--- src/rtl/arbitro_vc.sv ---
// arbitro_vc: weighted-priority drain of VC0/VC1 into D0/D1.
// VC0 preferred; VC1 gets a slot after PESO_VC0 straight VC0 grants.
module arbitro_vc #(
  parameter int BITBUS   = 6,
  parameter int PESO_VC0 = 3
) (
  input  logic              clk,
  input  logic              reset,
  input  logic              enable,
  input  logic              vc0_empty,
  input  logic              vc1_empty,
  input  logic [BITBUS-1:0] vc0_data,
  input  logic [BITBUS-1:0] vc1_data,
  input  logic              d0_almost_full,
  input  logic              d1_almost_full,
  output logic              vc0_pop,
  output logic              vc1_pop,
  output logic              d0_push,
  output logic              d1_push,
  output logic [BITBUS-1:0] data_out,
  output logic [1:0]        state,
  output logic [2:0]        peso_cnt
);

  typedef enum logic [1:0] {
    IDLE  = 2'd0,
    SERVE = 2'd1,
    STALL = 2'd2
  } st_t;

  localparam logic [2:0] PESO = 3'(PESO_VC0);

  st_t              st_q;
  logic             stall;
  logic             req0;
  logic             req1;
  logic             grant0;
  logic             grant1;
  logic [BITBUS-1:0] word;

  assign stall = d0_almost_full | d1_almost_full;
  assign req0  = ~vc0_empty;
  assign req1  = ~vc1_empty;

  // Pick at most one VC per cycle; VC1 wins once the weight is used up.
  always_comb begin
    grant0 = 1'b0;
    grant1 = 1'b0;
    if (reset && enable && !stall) begin
      priority case (1'b1)
        req1 && (peso_cnt == PESO || !req0): grant1 = 1'b1;
        req0:                                grant0 = 1'b1;
        default: ;
      endcase
    end
  end

  assign vc0_pop = grant0;
  assign vc1_pop = grant1;
  assign word    = grant1 ? vc1_data : vc0_data;
  assign state   = st_q;

  // Capture the popped word, steer it, track state and VC0 weight.
  always_ff @(posedge clk or negedge reset) begin
    if (!reset) begin
      d0_push  <= 1'b0;
      d1_push  <= 1'b0;
      data_out <= '0;
      st_q     <= IDLE;
      peso_cnt <= 3'd0;
    end else begin
      d0_push <= 1'b0;
      d1_push <= 1'b0;
      if (grant0 || grant1) begin
        data_out <= word;
        d0_push  <= ~word[BITBUS-1];
        d1_push  <= word[BITBUS-1];
        st_q     <= SERVE;
      end else if (enable && stall && (req0 || req1)) begin
        st_q <= STALL;
      end else begin
        st_q <= IDLE;
      end
      if (grant1) begin
        peso_cnt <= 3'd0;
      end else if (grant0 && peso_cnt != PESO) begin
        peso_cnt <= peso_cnt + 3'd1;
      end
    end
  end

endmodule

--- config.mk ---
export PLATFORM = sky130hd
export DESIGN_NAME = arbitro_vc
export DESIGN_NICKNAME = d
export VERILOG_FILES = /design/src/rtl/arbitro_vc.sv
export SDC_FILE = /design/constraint.sdc
export NUM_CORES = 1
export LEC_CHECK = 0
export CAP_MARGIN = 0
export CORE_MARGIN = 2
export CORE_UTILIZATION = 35
export DETAILED_ROUTE_END_ITERATION = 10
export GPL_TIMING_DRIVEN = 1
export PLACE_DENSITY = 0.72
export SYNTH_ARGS = -nofsm -noshare
export SYNTH_HDL_FRONTEND = slang
export SYNTH_SLANG_ARGS = --single-unit
--- constraint.sdc ---
create_clock -name clk -period 1.8 [get_ports clk]
set_input_delay 0.18 -clock clk [delete_from_list [all_inputs] [get_ports clk]]
set_output_delay 0.18 -clock clk [all_outputs]
set_load 0.03 [all_outputs]
==> run_results.csv, run 1 <==
group,metric,value,unit
drt,post_drt_wl_per_cell,14.0,µm
global_route,antenna_found_initial,0,
yosys,syn_nets,86,
worst_setup_path,end_kind,"output pin",
worst_setup_path,startpoint_type,"flop",
power_and_ir_drop,p_comb_share,42.2,%
drt,dr.pass1.iters,4,
sta,setup-tns-final,0,ps
sta,hold_violations,0,
worst_setup_path,critPathLaunch,"peso_cnt[0]",
cells_and_area,antenna_cells,0,
yosys,netlist_area,664,µm²
worst_setup_path,r2r-end,"data_out[4]",
clock_tree,cts_buffer_depth,2,
clock_tree,htreeDepth,1,
run_status,outcome,"completed",
global_route,grt_max_degree,11,
clock_tree,cts_tree,"done",
drt,wirelength,1840,µm
yosys,yosysTopAreaCellShare,49.0,%
worst_setup_path,cp.required,1620,ps
sta,tightestPinTransition,363,ps
cells_and_area,drive_gt1_share,17.9,%
global_route,grtUsageTotal,16.6,%
drt,first_iter_violations,5,
drt,via_per_inst,4.95,
yosys,synth_top_area_cell,"dfrtp_1",
power_and_ir_drop,ir_worst_vdd,551,µV
worst_setup_path,reg2regPathDepth,6,
die,initial_core_util,37.7,%
cells_and_area,final_cell_count_no_fill,131,
die,dieArea,2260,µm²
sta,finalMaxSlewViolations,0,
clock_tree,cts_root_buf,"clkbuf_4",
drt,drc,0,
clock_tree,cts.sinks,13,
die,core-area,1760,µm²
placement,place.port_buffers,33,
die,die_x,47.6,µm
flow_run,max_cap_viol_count,0,
drt,ant_nets,0,
die,die_y,47.6,µm
worst_setup_path,crit_type,"flop to output pin",
global_route,grt_first_pass_wirelength,2510,µm
power_and_ir_drop,leakage,0.000492,µW
power_and_ir_drop,internal_power,620,µW
sta,period_share,97.0,%
clock_tree,numCtsBuffers,3,
clock_tree,postCtsHoldBufs,0,
power_and_ir_drop,p_clk_share,19.4,%
cells_and_area,area_growth,68.5,%
yosys,ys_seq_area_share,49.0,%
sta,min_period,1750,ps
cells_and_area,fillers,159,
worst_setup_path,critPathCapture,"vc0_pop",
global_route,grt_overflow,0,
placement,dp_hpwl,1290,µm
worst_hold_path,hold_class,"input port to async pin",
power_and_ir_drop,p_seq_share,38.4,%
die,pin_count,34,
drt,vias,648,
cells_and_area,final_cell_mix,"clkdlybuf4s50_1, dfrtp_1, buf_4, o21ai_0, a21oi_1",
global_route,grt_pass1_vias,579,
clock_tree,cts.reportedPaths.clkPinSlew,80,ps
yosys,yosys-top-cells-area,"dfrtp_1, o31ai_1, a21oi_1",
yosys,synth_seq_cells,13,
worst_setup_path,path_max_fanout,4,
power_and_ir_drop,power.density,847,nW/µm²
placement,gp_congestion,0.747,
worst_setup_path,worstPathArrival,1570,ps
worst_setup_path,reg2reg_from,"peso_cnt[0]",
sta,fmax,573,MHz
placement,dpl.cell_count,124,
yosys,syn_avg_cell_area,10.2,µm²
yosys,synthCells,65,
worst_setup_path,r2r_slack,330,ps
sta,rsz0062_at_grt,"false",
sta,skew,4.28,ps
sta,maxSlewHeadroom,75.7,%
sta,setup_viol,0,
die,rows,15,
cells_and_area,fin_nets,128,
power_and_ir_drop,power.switching,328,µW
clock_tree,clock_latency,270,ps
power_and_ir_drop,switching_share,34.6,%
yosys,synth_cell_types,24,
yosys,yosys_warnings,0,
cells_and_area,layout_commonest_cell,"clkdlybuf4s50_1",
## synthesized netlist by cell type (all sizes together)
cell     instances
a22o             2
o31ai            5
and4bb           1
nor2             6
a21oi            7
nand3            1
o211a            1
buf              2
o21bai           1
clkbuf           1
dfrtp           13
nand4bb          1
o21ai            7
o21ba            1
mux2             1
inv              3
ha               2
nor3             2
and2             1
a41oi            1
and3b            1
nand2            5
## how the worst min path moves through the flow
stage,from,end,slack (ps),cells past startpoint
after floorplan,reset,d0_push,-120,0
after global placement,reset,data_out[5],380,1
after detailed placement,reset,data_out[5],380,1
after CTS,reset,data_out[5],80,1
after global routing,reset,data_out[5],90,1
final,reset,data_out[5],90,1
## critical path: stages, from the launching register on
cell	delay [ps]
dfrtp_1	400
ha_2	200
ha_4	180
o21ba_4	210
nor3_4	160
buf_6	150
## sequential cells by signal (all words and copies together) (netlist names)
name,count
data_out,6
state,2
d0_push,1
peso_cnt,3
d1_push,1
## cell families after synthesis
group | Yosys count | synth area share, %
mux | 1 | 1.69
compound gates | 25 | 24.9
simple gates | 18 | 15.4
buf+inv | 6 | 5.27
flops | 13 | 49.0
fa+ha+maj | 2 | 3.77
## area by class of cell
cell class / count / area [µm²] / share of cell area [%]
Timing Repair Buffer: 40 / 382 / 34.1
Clock buffer: 4 / 26.3 / 2.35
Multi-Input combinational cell: 46 / 344 / 30.7
Sequential cell: 13 / 325 / 29.1
Tap cell: 25 / 31.3 / 2.79
Inverter: 3 / 11.3 / 1.01
## power groups by stage
stage	Combinational (µW)	Clock (µW)	Sequential (µW)
floorplan	94.9	0	465
global placement	354	0	371
detailed placement	356	0	372
CTS	377	192	364
global route	428	204	368
finish	400	184	364
## stage by stage
stage	cell area, µm²	power (µW)	hold slack, ps	util [%]	worst slack, ps
after detailed placement	1040	728	383	58.9	180
after global placement	1040	725	380	58.9	190
final	1120	948	91.7	63.5	54.7
after floorplan	676	560	-116	-	4.79
after global routing	1120	1000	86.4	63.5	16.7
after CTS	1100	934	83.1	62.3	11.6
## repair_timing
action                                  CTS  global route
hold endpoints to repair                  0             0
buffers inserted                          2             1
gates resized for setup                   4             2
endpoints found under the setup margin    2             2
## per-layer routing
layer  vias to the layer above  share of wire [%]  track usage (%)
met1                       309                 44             20.6
li1                        320                  -                -
met3                         2                4.6             5.28
met4                         0                1.1             8.65
met2                        17                 51             25.7
met5                         -                  0                0
Power figures use the tool's default switching activity.
==> inputs of run 2 (changes only) <==
--- a/config.mk
+++ b/config.mk
@@ -5,8 +5,6 @@
 export SDC_FILE = /design/constraint.sdc
 export NUM_CORES = 1
 export LEC_CHECK = 0
-export CAP_MARGIN = 0
-export CORE_MARGIN = 2
 export CORE_UTILIZATION = 35
 export DETAILED_ROUTE_END_ITERATION = 10
 export GPL_TIMING_DRIVEN = 1
==> run 2 against run 1 <==
Compared with the run above: worst hold slack improved by 160 ps; setup slack better by 32 ps; final area increased by 0.67%; routed wire length is 9.2% lower; critical path type unchanged.
==> run_results.csv, run 2 (synthesis gave the netlist of run 1 again) <==
group,metric,value,unit
run_status,outcome,"completed",
drt,wirelength,1670,µm
die,initial_core_util,38.1,%
die,die_y,45.6,µm
clock_tree,clock_latency,270,ps
worst_setup_path,critPathLaunch,"peso_cnt[1]",
die,core-area,1750,µm²
cells_and_area,utilization,64.6,%
power_and_ir_drop,power.density,839,nW/µm²
cells_and_area,top_register,"data_out",
global_route,grt_max_degree,11,
power_and_ir_drop,leakage,0.000498,µW
worst_setup_path,worstPathArrival,1530,ps
clock_tree,numCtsBuffers,3,
sta,min_period,1710,ps
sta,maxSlewHeadroom,73.7,%
worst_setup_path,r2r_slack,310,ps
drt,ant_nets,0,
clock_tree,postCtsHoldBufs,0,
die,die_x,45.6,µm
global_route,grt_overflow,0,
clock_tree,cts_root_buf,"clkbuf_4",
worst_setup_path,crit_type,"flop to output pin",
sta,tightestPinTransition,395,ps
sta,skew,0.760,ps
worst_hold_path,hold_class,"input port to async pin",
cells_and_area,largest_reg_flops,6,
global_route,antenna_found_initial,0,
worst_setup_path,cp.required,1620,ps
clock_tree,htreeDepth,1,
global_route,grt_first_pass_wirelength,2500,µm
drt,vias,650,
placement,gp_congestion,0.785,
cells_and_area,drive_gt1_share,18.7,%
clock_tree,cts.sinks,13,
cells_and_area,antenna_cells,0,
drt,first_iter_violations,8,
sta,rsz0062_at_grt,"false",
global_route,grt_pass1_vias,581,
sta,fmax,584,MHz
worst_setup_path,reg2reg_from,"peso_cnt[1]",
sta,period_share,95.2,%
worst_setup_path,end_kind,"output pin",
sta,hold_violations,0,
clock_tree,cts_buffer_depth,2,
cells_and_area,layout_commonest_cell,"clkdlybuf4s50_1",
cells_and_area,area_growth,69.7,%
power_and_ir_drop,finalPower,945,µW
worst_setup_path,path_max_fanout,4,
die,pin_count,34,
clock_tree,cts_tree,"done",
cells_and_area,fin_nets,129,
worst_setup_path,startpoint_type,"flop",
drt,drc,0,
drt,via_per_inst,4.92,
placement,place.port_buffers,33,
power_and_ir_drop,ir_worst_vdd,583,µV
flow_run,max_cap_viol_count,0,
clock_tree,cts.reportedPaths.clkPinSlew,70,ps
cells_and_area,final_cell_mix,"clkdlybuf4s50_1, dfrtp_1, buf_4, o21ai_0, a21oi_1",
sta,setup_viol,0,
sta,hold_ws,252,ps
sta,finalMaxSlewViolations,0,
drt,dr.pass1.iters,4,
sta,setup-tns-final,0,ps
die,dieArea,2080,µm²
global_route,grtUsageTotal,17.4,%
die,rows,15,
drt,post_drt_wl_per_cell,12.6,µm
placement,dp_hpwl,1210,µm
[run 2: changes by cell type in the layout (fill, tap and decap cells not counted), sizes merged]
cell	delta
buf	+1
[run 2: final timing paths]
kind,endpoint,depth (start not counted)
max,vc0_pop,5
min,peso_cnt[0],2
max reg2reg,data_out[5],6
min reg2reg,data_out[1],2
max in group asynchronous,data_out[2],2
min in group clk,state[1],2
[run 2: layer usage]
metal  vias up  part of all wire (%)  wire [µm]  GRT usage (%)
met5         -                     0          0              0
met4         0                  0.72         12           9.09
met3         2                   6.8        114           5.56
met2        28                    45        749           24.6
met1       294                    47        791           23.6
li1        326                     -          -              -
[run 2: report_power, final]
| group | internal, µW | leakage (µW) | switching, µW |
|---|---|---|---|
| sequential | 338 | 0.000169 | 24.3 |
| combinational | 203 | 0.000315 | 205 |
| clock | 85.8 | 0.0000150 | 89.2 |
| total | 627 | 0.000498 | 318 |
[run 2: final cells by class]
class	instances	area, µm²
multi-input cells	46	344
inverters	3	11.3
flip-flops and latches	13	325
repair buffers	41	389
well taps	25	31.3
fillers	155	618
clock buffers	4	26.3
[run 2: what timing repair did]
item | CTS | global route
resized for setup | 6 | 0
pin swaps | 0 | 2
setup buffers | 1 | 4
setup endpoints to repair | 2 | 1
[run 2: critical path, stage by stage (launching register included)]
cell	delay, ps
dfrtp_1	400
ha_2	210
ha_4	180
o21ba_4	210
nor3_4	110
buf_6	150
[run 2: stage by stage]
stage                     cell area, µm²  std cells  worst slack, ps
after floorplan                      676         65             4.79
after global placement              1030        123              110
after detailed placement            1030        123             76.1
after CTS                           1100        128             7.15
after global routing                1130        132             16.4
final                               1130        132             86.3
==> inputs of run 3 (changes only) <==
--- a/config.mk
+++ b/config.mk
@@ -5,6 +5,7 @@
 export SDC_FILE = /design/constraint.sdc
 export NUM_CORES = 1
 export LEC_CHECK = 0
+export CORE_MARGIN = 8
 export CORE_UTILIZATION = 35
 export DETAILED_ROUTE_END_ITERATION = 10
 export GPL_TIMING_DRIVEN = 1
==> run 3 against run 2 <==
Compared with the run above: setup slack lost 30 ps; highest routed layer unchanged; maximum frequency fell by 1.7%; routed wire length grew 22%.
==> run_results.csv, run 3 (synthesis gave the netlist of run 1 again) <==
group,metric,value,unit
run_status,outcome,"completed",
clock_tree,cts_buffer_depth,2,
power_and_ir_drop,leakage,0.000492,µW
sta,period_share,96.9,%
clock_tree,cts_tree,"done",
cells_and_area,drive_gt1_share,17.9,%
cells_and_area,area_growth,68.5,%
cells_and_area,top_register,"data_out",
clock_tree,clock_latency,270,ps
clock_tree,cts.reportedPaths.clkPinSlew,80,ps
power_and_ir_drop,power.switching,328,µW
worst_setup_path,worstPathArrival,1560,ps
die,pin_count,34,
worst_setup_path,cp.required,1620,ps
power_and_ir_drop,p_seq_share,38.4,%
power_and_ir_drop,finalPower,949,µW
sta,setup_ws,55.9,ps
die,rows,15,
global_route,grt_pass1_vias,675,
clock_tree,cts.sinks,13,
drt,dr.pass1.iters,4,
sta,rsz0062_at_grt,"false",
sta,fmax,573,MHz
power_and_ir_drop,ir_worst_vdd,460,µV
drt,post_drt_wl_per_cell,15.5,µm
power_and_ir_drop,p_clk_share,19.0,%
worst_setup_path,crit_type,"flop to output pin",
worst_setup_path,worstPathCellList,"ha_2, ha_4, o21ba_4, nor3_4, buf_6",
clock_tree,numCtsBuffers,3,
placement,dp_hpwl,1570,µm
drt,vias,656,
sta,skew,2.62,ps
sta,setup-tns-final,0,ps
worst_setup_path,path_max_fanout,4,
drt,ant_nets,0,
global_route,grt_max_degree,10,
worst_setup_path,max_stage_delay,390,ps
drt,drc,0,
die,initial_core_util,37.7,%
worst_setup_path,r2r_slack,330,ps
sta,finalMaxSlewViolations,0,
cells_and_area,largest_reg_flops,6,
cells_and_area,final_cell_mix,"clkdlybuf4s50_1, dfrtp_1, buf_4, o21ai_0, a21oi_1",
drt,wirelength,2030,µm
placement,dp_slack,183,ps
worst_setup_path,cp_slowest_cell,"dfrtp_1",
sta,setup_viol,0,
sta,hold_violations,0,
sta,tightestPinTransition,370,ps
cells_and_area,fin_nets,128,
die,core-area,1760,µm²
clock_tree,htreeDepth,1,
die,dieArea,3550,µm²
placement,gp_congestion,0.795,
power_and_ir_drop,internal_power,621,µW
die,die_x,59.6,µm
power_and_ir_drop,p_comb_share,42.6,%
worst_setup_path,reg2regPathDepth,6,
global_route,grt_first_pass_wirelength,3250,µm
power_and_ir_drop,switching_share,34.5,%
cells_and_area,layout_commonest_cell,"clkdlybuf4s50_1",
die,die_y,59.6,µm
power_and_ir_drop,power.density,848,nW/µm²
worst_hold_path,hold_class,"input port to async pin",
clock_tree,cts_root_buf,"clkbuf_4",
placement,place.port_buffers,33,
sta,maxSlewHeadroom,75.2,%
flow_run,max_cap_viol_count,0,
global_route,antenna_found_initial,0,
global_route,grt_overflow,0,
worst_setup_path,end_kind,"output pin",
clock_tree,postCtsHoldBufs,0,
drt,via_per_inst,5.01,
worst_setup_path,startpoint_type,"flop",
worst_setup_path,reg2reg_from,"peso_cnt[0]",
sta,min_period,1740,ps
worst_setup_path,r2r-end,"data_out[5]",
global_route,grtUsageTotal,12.1,%
drt,first_iter_violations,18,
cells_and_area,antenna_cells,0,
[run 3: changes by cell type in the layout (fill, tap and decap cells not counted)]
cell	delta
buf_4	-1
[run 3: worst max-delay path: cells and delay by family, from the launching register on]
family,cells,cell delay [ps]
AOI/OAI and AO/OA,1,210
adders and majority gates,2,380
and+or+nand+nor,1,160
DFF,1,390
buffers and inverters,1,150
[run 3: layer usage]
layer	vias to the layer above	wire length, µm	global-route usage (%)
met5	-	0	0
met4	0	36	5.10
met2	27	987	19.4
met3	4	124	3.47
li1	318	-	-
met1	307	887	14.7
[run 3: cell type report]
cell class / count / area, µm²
Inverter: 3 / 11.3
Timing Repair Buffer: 40 / 382
Clock buffer: 4 / 26.3
Multi-Input combinational cell: 46 / 344
Tap cell: 25 / 31.3
Sequential cell: 13 / 325
Fill cell: 149 / 644
[run 3: through the flow]
stage,area (µm²),std cells,hold slack [ps],util (%)
floorplan,676,65,-116,-
global placement,1040,124,496,58.9
detailed placement,1040,124,504,58.9
CTS,1110,131,269,62.8
global route,1120,131,289,63.5
finish,1120,131,264,63.5
[run 3: power groups by stage]
| stage | logic, µW | registers, µW | clock network, µW |
|---|---|---|---|
| final | 404 | 365 | 180 |
| after CTS | 396 | 363 | 187 |
| after global placement | 358 | 370 | 0 |
| after detailed placement | 364 | 372 | 0 |
| after floorplan | 94.9 | 465 | 0 |
| after global routing | 436 | 369 | 204 |
[run 3: timing repair]
item                                    in CTS  in global routing
hold endpoints to repair                     0                  0
gates resized for setup                      4                  2
buffers inserted                             3                  0
endpoints found under the setup margin       2                  2
gates cloned                                 0                  0
[run 3: how the worst max path moves through the flow]
stage / from / end / slack, ps / cells after the start
after floorplan: peso_cnt[0] / vc0_pop / 5 / 5
after global placement: peso_cnt[0] / vc0_pop / 210 / 5
after detailed placement: vc0_empty / vc0_pop / 180 / 4
after CTS: peso_cnt[0] / vc0_pop / 20 / 5
after global routing: peso_cnt[0] / vc0_pop / 10 / 5
final: peso_cnt[0] / vc0_pop / 60 / 5
